[src/rtl/pipe_ctrl.sv]
// Pipeline sequencer: merges stage stall requests, debug halt, branch redirects
// and MEM-stage traps into the hold vector, flush/redirect PC and stall watchdog.
module pipe_ctrl #(
  parameter int STALL_TIMEOUT = 1024,
  parameter int CNT_W         = 11
) (
  input  logic        clk,
  input  logic        rst,
  input  logic        stallreq_if,
  input  logic        stallreq_id,
  input  logic        stallreq_ex,
  input  logic        stallreq_mem,
  input  logic        halt_req,
  input  logic        branch_flag_i,
  input  logic [31:0] branch_addr_i,
  input  logic        trap_req_i,
  input  logic [31:0] trap_vec_i,
  output logic [4:0]  stalled_o,
  output logic        flush_o,
  output logic [31:0] new_pc_o,
  output logic        trap_ack_o,
  output logic        timeout_o
);

  localparam logic [1:0] S_IDLE  = 2'd0;
  localparam logic [1:0] S_DRAIN = 2'd1;
  localparam logic [1:0] S_FLUSH = 2'd2;
  localparam logic [1:0] S_HALT  = 2'd3;

  localparam logic [CNT_W-1:0] LIMIT = CNT_W'(STALL_TIMEOUT);
  localparam logic             WD_EN = (STALL_TIMEOUT != 0);

  logic [1:0]       state_q, state_d;
  logic [31:0]      vec_q, vec_d;
  logic [CNT_W-1:0] cnt_q, cnt_d;
  logic             timeout_q, timeout_d;

  logic [4:0]  idle_stall;
  logic        req_stall;
  logic [4:0]  stalled;
  logic        flush;
  logic        ack;
  logic [31:0] new_pc;

  // Priority merge of stall sources while IDLE; halt outranks every request.
  always_comb begin
    // NOTE: every signal gets a default before the if/case so no latch is inferred.
    idle_stall = 5'b00000;
    req_stall  = 1'b0;
    if (halt_req) begin
      idle_stall = 5'b11111;
    end else if (stallreq_mem) begin
      idle_stall = 5'b01111;
      req_stall  = 1'b1;
    end else if (stallreq_ex) begin
      idle_stall = 5'b00111;
      req_stall  = 1'b1;
    end else if (stallreq_id) begin
      idle_stall = 5'b00011;
      req_stall  = 1'b1;
    end else if (stallreq_if) begin
      idle_stall = 5'b00001;
      req_stall  = 1'b1;
    end
  end

  always_comb begin
    state_d = state_q;
    vec_d   = vec_q;
    stalled = 5'b00000;
    flush   = 1'b0;
    ack     = 1'b0;
    new_pc  = 32'h0;
    case (state_q)
      S_IDLE: begin
        stalled = idle_stall;
        if (trap_req_i) begin
          // Trap wins over a same-cycle branch; the branch is simply dropped.
          state_d = S_DRAIN;
          vec_d   = trap_vec_i;
        end else if (halt_req) begin
          state_d = S_HALT;
        end else if (branch_flag_i && !idle_stall[3]) begin
          flush  = 1'b1;
          new_pc = branch_addr_i;
        end
      end
      S_DRAIN: begin
        stalled = 5'b01111;
        if (!stallreq_mem) state_d = S_FLUSH;
      end
      S_FLUSH: begin
        flush   = 1'b1;
        new_pc  = vec_q;
        ack     = 1'b1;
        state_d = S_IDLE;
      end
      S_HALT: begin
        stalled = 5'b11111;
        if (!halt_req) state_d = S_IDLE;
      end
      default: state_d = S_IDLE;
    endcase
  end

  // Watchdog counts consecutive request stalls in IDLE and saturates at the limit.
  always_comb begin
    cnt_d     = '0;
    timeout_d = 1'b0;
    if (state_q == S_IDLE && req_stall) begin
      cnt_d     = (cnt_q == LIMIT) ? cnt_q : cnt_q + 1'b1;
      timeout_d = WD_EN && (cnt_q != LIMIT) && (cnt_d == LIMIT);
    end
  end

  // NOTE: sequential state uses non-blocking assignments so all flops update together.
  always_ff @(posedge clk or negedge rst) begin
    if (!rst) begin
      state_q   <= S_IDLE;
      vec_q     <= 32'h0;
      cnt_q     <= '0;
      timeout_q <= 1'b0;
    end else begin
      state_q   <= state_d;
      vec_q     <= vec_d;
      cnt_q     <= cnt_d;
      timeout_q <= timeout_d;
    end
  end

  // Combinational outputs are forced quiet while reset is held, independent of inputs.
  assign stalled_o  = rst ? stalled : 5'b00000;
  assign flush_o    = rst & flush;
  assign new_pc_o   = rst ? new_pc : 32'h0;
  assign trap_ack_o = rst & ack;
  assign timeout_o  = timeout_q;

endmodule

[config.mk]
export PLATFORM = sky130hd
export DESIGN_NAME = pipe_ctrl
export DESIGN_NICKNAME = d
export VERILOG_FILES = /design/src/rtl/pipe_ctrl.sv
export SDC_FILE = /design/constraint.sdc
export NUM_CORES = 1
export LEC_CHECK = 0
export ABC_AREA = 0
export CAP_MARGIN = 20
export CORE_ASPECT_RATIO = 1.2
export CORE_MARGIN = 3
export CORE_UTILIZATION = 42
export CTS_CLUSTER_SIZE = 25
export DETAILED_ROUTE_END_ITERATION = 6
export PLACE_DENSITY_LB_ADDON = 0.1
export SLEW_MARGIN = 20
export SYNTH_ARGS = -nofsm -noshare
export SYNTH_HDL_FRONTEND = slang
export SYNTH_SLANG_ARGS = --single-unit
[constraint.sdc]
create_clock -name clk -period 2.5 [get_ports clk]
set_clock_uncertainty 0.05 [all_clocks]
set_input_delay 0.5 -clock clk [delete_from_list [all_inputs] [get_ports clk]]
set_output_delay 0.5 -clock clk [all_outputs]
set_load 0.005 [all_outputs]
==> flow_summary.toml <==
[status]
status = "complete, no violations"

[synthesis]
synth_area_leaders = "dfrtp_1, mux2_2, a22o_1"
synth_ff_type = "dfrtp_1"
synth_cells = 226
yosys_warnings = 0
async_reset_ff_frac = 1.00
yosysTopAreaCellShare = 0.462
synthTopCellsByCount = "dfrtp_1, a22o_1, mux2_2, buf_2, nor2_1"
synth_edf_count = 0
synth_cell_types = 40
ys_ff_latch = 46
synth_nets = 301
ys_seq_area_frac = 0.462
synth.most_common_cell = "dfrtp_1"
yosysTopAreaCell = "dfrtp_1"
syn_avg_cell_area_um2 = 11.0
syn-cell-area_um2 = 2490

[pwr]
power.total_uw = 2810
ir_drop_v = 0.000413
power_density_nw_per_um2 = 699
p_leak_uw = 0.00178

[sta]
fin_crit_ns = 2.43
finalSetupViolCount = 0
max_freq_ghz = 0.412
hold_viol_final = 0
tns_ns = 0
setup_ws_ns = 0.0729
max_slew_margin = 0.772
rsz0062_at_grt = "false"
fin_crit_sh = 0.971
tightest_slew_ns = 0.342
maxSlewViolCount = 0

[clocking]
htreeDepth = 2
cts_buffers = 5
clockBufferDepth = 2
tritoncts = "built"
cts.sinks = 46
cts_root_buf = "clkbuf_8"
clock_latency_ns = 0.30
clk_pin_slew_ns = 0.08

[critical_path]
cp_max_fo = 8
critical_path_class = "in -> out"
reg2reg_setup_slack_ns = 0.61
cp-startpoint = "halt_req"
r2r_end = "timeout_o"
end_kind = "output port"
cp-endpoint = "new_pc_o[10]"
reg2reg_depth = 5
cp-start-kind = "input pin"
required_ns = 1.95
timing.rr.start = "cnt_q[0]"
crit_arrival_ns = 1.88

[routing]
drt-initial-drc-count = 107
drc_errors = 0
viasPerCell = 5.22
post_drt_wl_per_cell_um = 16.3
finalWirelength_um = 7020
via_count = 2250
ant_nets = 0
firstDrtPassIters = 4

[global_route]
grt_pass1_wl_um = 11700
grt_pass1_vias = 2219
grt_max_degree = 35
track_usage = 0.213
antenna_found_initial = 0
overflow = 0

[finish]
fin_util = 0.705
synthToLayoutAreaGrowth_pct = 61.3
drive_above_1_share = 0.214
insertedDiodeCount = 0
fin_nets = 425

[floorplanning]
die_h_um = 90.4
rows = 30
initial_core_util = 0.437
fp.dieW_um = 76.3
io_pins = 113
core_um2 = 5710
dieArea_um2 = 6900

[placement]
place.gp.congestion = 0.830
portBuffers = 112
dpl.hpwl_um = 4730
place_ws_ns = -0.331

[flow_run]
max-cap-violations = 0

[min_path]
hp-class = "in -> async"
==> per-layer routing <==
layer	GRT usage	wire length, um
met4	0.0619	104
met1	0.266	2810
met3	0.0469	442
met2	0.370	3660
met5	0	0
==> worst max-delay path: stages <==
cell and delay, ns:
dlygate4sd2_1 0.26, nor2_2 0.14, nand2_2 0.07, nor3_4 0.18, buf_4 0.14, buf_6 0.12, buf_16 0.13, a22o_1 0.11
dlygate4sd2_1 0.22
==> flip-flops by register name, summed over array words and instances (netlist names) <==
name	cells
timeout_o	1
state_q	2
vec_q	32
cnt_q	11
==> worst min path at each step <==
stage	slack, ns	to	cells after the start
2_1_floorplan	0.15	cnt_q[0]	0
3_3_place_gp	0.42	vec_q[3]	1
3_5_place_dp	0.42	vec_q[3]	1
4_1_cts	0.16	cnt_q[4]	2
5_1_grt	0.16	cnt_q[3]	2
6_report	0.15	cnt_q[4]	2
==> cells by family (layout without fill, tap and decap cells) <==
kind of cell               Yosys count  in the layout  synth area share
adders and majority gates            2              2            0.0100
AOI/OAI and AO/OA                   55             55             0.176
xor gates and xnor gates             9              9            0.0316
buffers and inverters               23            148            0.0457
and+or+nand+nor                     59             59             0.131
muxes                               32             32             0.145
DFF                                 46             46             0.462
==> through the flow <==
step           cell area (um2)  hold slack [ns]  std cells
2_1_floorplan             2490            0.154        226
3_3_place_gp              3760            0.421        414
3_5_place_dp              3760            0.425        414
4_1_cts                   3990            0.160        431
5_1_grt                   4020            0.163        431
6_report                  4020            0.155        431
==> what timing repair did <==
| item | in CTS | in global routing |
|---|---|---|
| pin swaps | 5 | 1 |
| setup buffers | 6 | 0 |
| endpoints found under the setup margin | 37 | 32 |
| cloned | 3 | 0 |
| gates resized for setup | 56 | 17 |
| hold buffers | 0 | 0 |
==> power by group <==
part,internal [uW],switching (uW),total [uW]
logic,669,393,1060
registers,1030,169,1200
clock network,298,248,547
total,2000,810,2810
==> layout make-up <==
class / instances / area [um2]
clock buffers: 6 / 72.6
clock inverters: 2 / 37.5
fillers: 460 / 1680
inverters: 6 / 22.5
multi-input cells: 157 / 1260
flip-flops and latches: 46 / 1150
well taps: 80 / 100
repair buffers: 134 / 1380
==> cell usage in the layout, fill, tap and decap left out, drive strengths merged, types with 8 or more instances in the layout <==
master,n
clkdlybuf4s50,71
dfrtp,46
a22o,32
mux2,32
buf,25
dlygate4sd2,22
nor2,13
clkdlybuf4s15,13
a21oi,8
nand2,8
nor3,8
Note: power is estimated with default switching activity, not from simulation.
